==> config.mk <==
export PLATFORM = sky130hd
export DESIGN_NAME = shiftrows_sched
export DESIGN_NICKNAME = d
export VERILOG_FILES = /design/src/rtl/shiftrows_sched.sv
export SDC_FILE = /design/constraint.sdc
export NUM_CORES = 1
export LEC_CHECK = 0
export CAP_MARGIN = 30
export CORE_AREA = 3 3 56 58
export DETAILED_ROUTE_END_ITERATION = 8
export DIE_AREA = 0 0 59 61
export GPL_ROUTABILITY_DRIVEN = 0
export GPL_TIMING_DRIVEN = 0
export PLACE_DENSITY = 0.73
export SLEW_MARGIN = 20
export SYNTH_ARGS = -nofsm -noshare
export SYNTH_HDL_FRONTEND = slang
export SYNTH_SLANG_ARGS = --single-unit
==> constraint.sdc <==
create_clock -name clk -period 4.3 [get_ports clk]
set_clock_uncertainty 0.15 [all_clocks]
set_input_delay 0.86 -clock clk [delete_from_list [all_inputs] [get_ports clk]]
set_output_delay 0.86 -clock clk [all_outputs]
set_load 0.01 [all_outputs]
==> src/rtl/shiftrows_sched.sv <==
// shiftrows_sched: byte-serial AES ShiftRows scheduler; define SHIFTROWS_SCHED_GAP_ERR_EN for a sticky err_gap
module shiftrows_sched #(
    parameter int          LAT   = 12,
    parameter logic [31:0] SCHED = 32'h1B1B1B1B
) (
    input  logic       clk,
    input  logic       rst,
    input  logic       in_valid,
    output logic       in_ready,
    input  logic [7:0] in_data,
    output logic [7:0] perm_din,
    output logic [1:0] perm_c3,
    input  logic [7:0] perm_dout,
    output logic       out_valid,
    output logic       out_first,
    output logic [7:0] out_data,
    output logic       busy,
    output logic       err_gap
);
    typedef enum logic [1:0] {IDLE, RUN, FLUSH} state_t;
    localparam logic [3:0] LOFF = 4'(LAT);
    state_t         state, state_nx;
    logic [3:0]     slot, slot_nx, tap;
    logic [LAT-1:0] v_pipe, f_pipe;
    logic           acc, start;
    always_ff @(posedge clk) begin
        if (rst) begin
            state <= IDLE;
            slot  <= 4'd0;
        end else begin
            state <= state_nx;
            slot  <= slot_nx;
        end
    end
    // a new block may only begin at slot 0 of IDLE or FLUSH; RUN slot 0 decides run-on vs drain
    always_comb begin
        start    = state == IDLE || (state == FLUSH && slot == 4'd0);
        state_nx = start ? (in_valid ? RUN : IDLE)
                 : (state == RUN && slot == 4'd0 && !in_valid) ? FLUSH
                 : state == FLUSH ? FLUSH
                 : state == RUN ? RUN : IDLE;
        slot_nx  = state_nx == IDLE ? 4'd0 : slot + 4'd1;
    end
    always_comb begin
        in_ready = state != FLUSH || slot == 4'd0;
        acc      = in_valid && in_ready;
        perm_din = acc ? in_data : 8'h00;
        tap      = slot - LOFF;
        perm_c3  = state == IDLE ? 2'b00 : SCHED[{tap, 1'b0} +: 2];
        busy     = state != IDLE;
        out_data = perm_dout;
    end
    always_ff @(posedge clk) begin
        if (rst) begin
            v_pipe <= '0;
            f_pipe <= '0;
        end else begin
            v_pipe <= (v_pipe << 1) | LAT'(acc);
            f_pipe <= (f_pipe << 1) | LAT'(acc && slot == 4'd0);
        end
    end
    assign out_valid = v_pipe[LAT-1];
    assign out_first = f_pipe[LAT-1];
`ifdef SHIFTROWS_SCHED_GAP_ERR_EN
    always_ff @(posedge clk) begin
        if (rst) err_gap <= 1'b0;
        else if (state == RUN && slot != 4'd0 && !in_valid) err_gap <= 1'b1;
    end
`else
    assign err_gap = 1'b0;
`endif
endmodule
## After elaboration in Yosys (flattened, before gate mapping)

Cells that the tools add are included.

- Register bits: 30
- Input bits: 19
- Output and inout bits: 23
- Word-level logic and storage cells: 32

- Add/sub/neg operators: 2
- Eq/ne operators: 3
- Shift-type cells: 1
- Multiplexer cells: 7
- Bitwise logic cells: 2
- Reductions and logical operators: 13

Operators with widths:

| operator | number |
|---|---|
| $shiftx 32x6->2 const A | 1 |
| $or 12x1->12 | 2 |
| $mux 2 | 4 |
| $mux 8 | 1 |
| $logic_and 1x1->1 | 5 |
| $add 4x1->4 const B | 1 |
| $logic_not 2->1 | 2 |
| $logic_not 4->1 | 1 |
| $sub 4x4->4 const B | 1 |
| $eq 2x1->1 const B | 1 |
| $eq 2x2->1 const B | 1 |
| $logic_or 1x1->1 | 2 |
| $mux 1 | 2 |
| $ne 2x2->1 const B | 1 |
| $reduce_bool 2->1 | 1 |
| $reduce_or 2->1 | 1 |
| $logic_not 1->1 | 1 |

## Logic depth before layout (Yosys ltp)

- Depth in word-level cells: 7
- Mapped depth: 5
- Gate-level depth less buffers: 5

## Worst setup path after synthesis

OpenSTA, ideal clock, no wires.

- Kind: in2out
- Start point: in in_valid
- End point: out perm_din[0]
- Arrival: 1.382 ns
- Required time: 3.290 ns
- Path slack: 1.908 ns
- Stages: 3
- Buffers on the path: 0
- Path through: inv_1 -> a21oi_1 -> and2_1

- Word-level cells in the longest chain between the ends: 2

RTL lines:

| item | line | RTL |
|---|---|---|
| start: declaration | 8 | `input logic in_valid,` |
| $logic_and 1x1->1 | 46 | `acc = in_valid && in_ready;` |
| $mux 8 | 47 | `perm_din = acc ? in_data : 8'h00;` |
| end: declaration | 11 | `output logic [7:0] perm_din,` |

No other way between the ends.

## Worst setup path after layout

- Start point: in in_valid
- End point: out perm_din[5]

Same word-level chain as after synthesis.

==> out/qor.yml <==
die_y_um: 61
min_period_over_period_pct: 83.2
gr-total-overflow: 0
min_to: "v_pipe[5]"
drc_errors: 0
min_path_cells: 1
routed_wl_um: 1850
synth_most_common_cell: "dfxtp_1"
grt_max_degree: 11
ir_worst_vdd_uv: 240
async_reset_ff_share_pct: 0
ys_seq_area_share_pct: 55.6
syn_area_um2: 1080
synth_area_leaders: "dfxtp_1, nor2b_1, buf_4"
cts_tree: "yes"
hpwl_um: 1390
wire_per_inst_um: 10.4
die_w_um: 59
cts.sink_count: 30
io_pins: 42
crit_type: "in2out"
drt_iter0_drc: 8
hp-start: "v_pipe[4]"
postCtsHoldBufs: 0
antenna_found_initial: 0
synth.avg_cell_area_um2: 10.1
synth.distinct_cells: 24
fmax_mhz: 279
clkSlewWorstSetupHoldPaths_ns: 0.08
rr_worst_depth: 5
maxCapViolCount: 0
required_ns: 3.29
drv_slew: 0
worst_pin_slew_ns: 0.586
via_per_inst: 4.38
syn-num-nets: 129
grt_pass1_wl_um: 3060
syn_inst: 107
tns_ns: 0
clock_latency_ns: 0.32
dr.pass1.iters: 4
ys_warn_count: 0
slew-limit-headroom_pct: 60.6
nets: 168
rsz0062_at_grt: "no"
outcome: "complete, no violations"
num_vias: 775
r2r-start: "slot[2]"
use_met2_pct: 18.0
drive_gt1_share_pct: 15.1
finalSetupViolCount: 0
fin_ws_ns: 0.721
rows: 19
start_util_pct: 39.9
cts.path.max_buffers: 2
synth_common_cells: "dfxtp_1, nor2b_1, buf_4, and2_1"
arrival_ns: 2.57
htree_levels: 2
synth_top_area_share_pct: 55.6
grt.total_usage_pct: 11.8
final_hold_viol_count: 0
period_minus_slack_ns: 3.58
synth_ff_type: "dfxtp_1"
nFillCells: 237
cp-start-kind: "primary input"
worstPathMaxFanout: 9
cts_buffers: 5
core_um2: 2710
ff2ff_setup_slack_ns: 2.75
synth_top_cell_by_area: "dfxtp_1"
antenna_cells: 0
grt_busiest_layer: "met2"
postCtsSetupRepairBufs: 0
use_met3_pct: 7.45
numPortBuffers: 32
drtAntennaViolNets: 0
die_area_um2: 3600
preCtsSetupSlack_ns: 0.680
gr-usage-met1_pct: 12.0
synth-edff-count: 0
reg2reg_to: "slot[2]"
ctsResizeCount: 0
crit_path_end_kind: "primary output"
grt_pass1_vias: 748
p_leak_nw: 0.628
p_per_area_nw_per_um2: 386
hp-class: "reg2reg"
synth-seq-cells: 30
crit_start: "in_valid"
root_buffer: "clkbuf_4"
area_delta_synth_final_pct: 40.7
-- worst max path at each step --
stage	endpoint	slack, ns	cells after the start
3_3_place_gp	perm_din[5]	0.71	5
2_1_floorplan	perm_din[0]	1.91	3
5_1_grt	perm_din[1]	0.59	5
6_report	perm_din[5]	0.72	5
3_5_place_dp	perm_din[5]	0.68	5
4_1_cts	perm_din[5]	0.68	5
-- registers in the layout, indices dropped and copies added, names as in the netlist --
| signal | flops |
|---|---|
| f_pipe | 12 |
| v_pipe | 12 |
| slot | 4 |
| state | 2 |
-- kinds of logic after synthesis --
group,synth area share [%]
adder cells (fa/ha/maj),3.47
flip-flops,55.6
AO/OA/AOI/OAI,4.05
buffers and inverters,9.84
other,0.347
XOR/XNOR,1.62
AND/OR/NAND/NOR,25.1
-- power breakdown --
| part | switching (mW) | internal (mW) | leakage, nW |
|---|---|---|---|
| clock | 0.0890 | 0.135 | 0.0443 |
| combinational | 0.0296 | 0.0444 | 0.340 |
| sequential | 0.00508 | 0.284 | 0.243 |
| total | 0.124 | 0.464 | 0.628 |
-- metrics by stage --
| step | utilization [%] | area (µm²) | hold WS [ns] | cells | total power, mW |
|---|---|---|---|---|---|
| 5_1_grt | 56.1 | 1520 | 0.315 | 177 | 0.614 |
| 2_1_floorplan | - | 1080 | 0.264 | 107 | 0.331 |
| 4_1_cts | 56.1 | 1520 | 0.296 | 177 | 0.598 |
| 3_3_place_gp | 53.1 | 1440 | 0.268 | 170 | 0.368 |
| 3_5_place_dp | 53.1 | 1440 | 0.276 | 170 | 0.371 |
| 6_report | 56.1 | 1520 | 0.291 | 177 | 0.588 |
-- worst max-delay path: stages --
cell and delay (ns):
clkdlybuf4s50_1 0.52, inv_1 0.09, a21oi_1 0.37, and2_1 0.19
clkdlybuf4s50_1 0.54
-- layer usage --
layer	up-vias	part of all wire [%]
met5	-	0
met4	0	0.92
met3	2	13
met2	42	43
met1	336	43
li1	395	-
-- cell type report --
type	count	area (µm²)	share of cell area (%)
sequential	30	601	39.5
multi-input combinational	58	374	24.6
timing repair buffer	32	320	21.1
buffer	11	76.3	5.02
clock buffer	6	51.3	3.37
tap	31	38.8	2.55
clock inverter	1	30.0	1.97
inverter	8	30.0	1.97
-- placed cells by master (no fill, tap or decap), types with 2 or more instances in the layout --
master and n:
clkdlybuf4s50_1 32, dfxtp_1 30, nor2b_1 23, buf_4 9, and2_1 8, inv_1 7
nor2_1 7, clkbuf_4 5, ha_1 3, a21oi_1 2, nand2_1 2, xnor2_1 2
No activity file was read; power rests on OpenSTA's default activity.
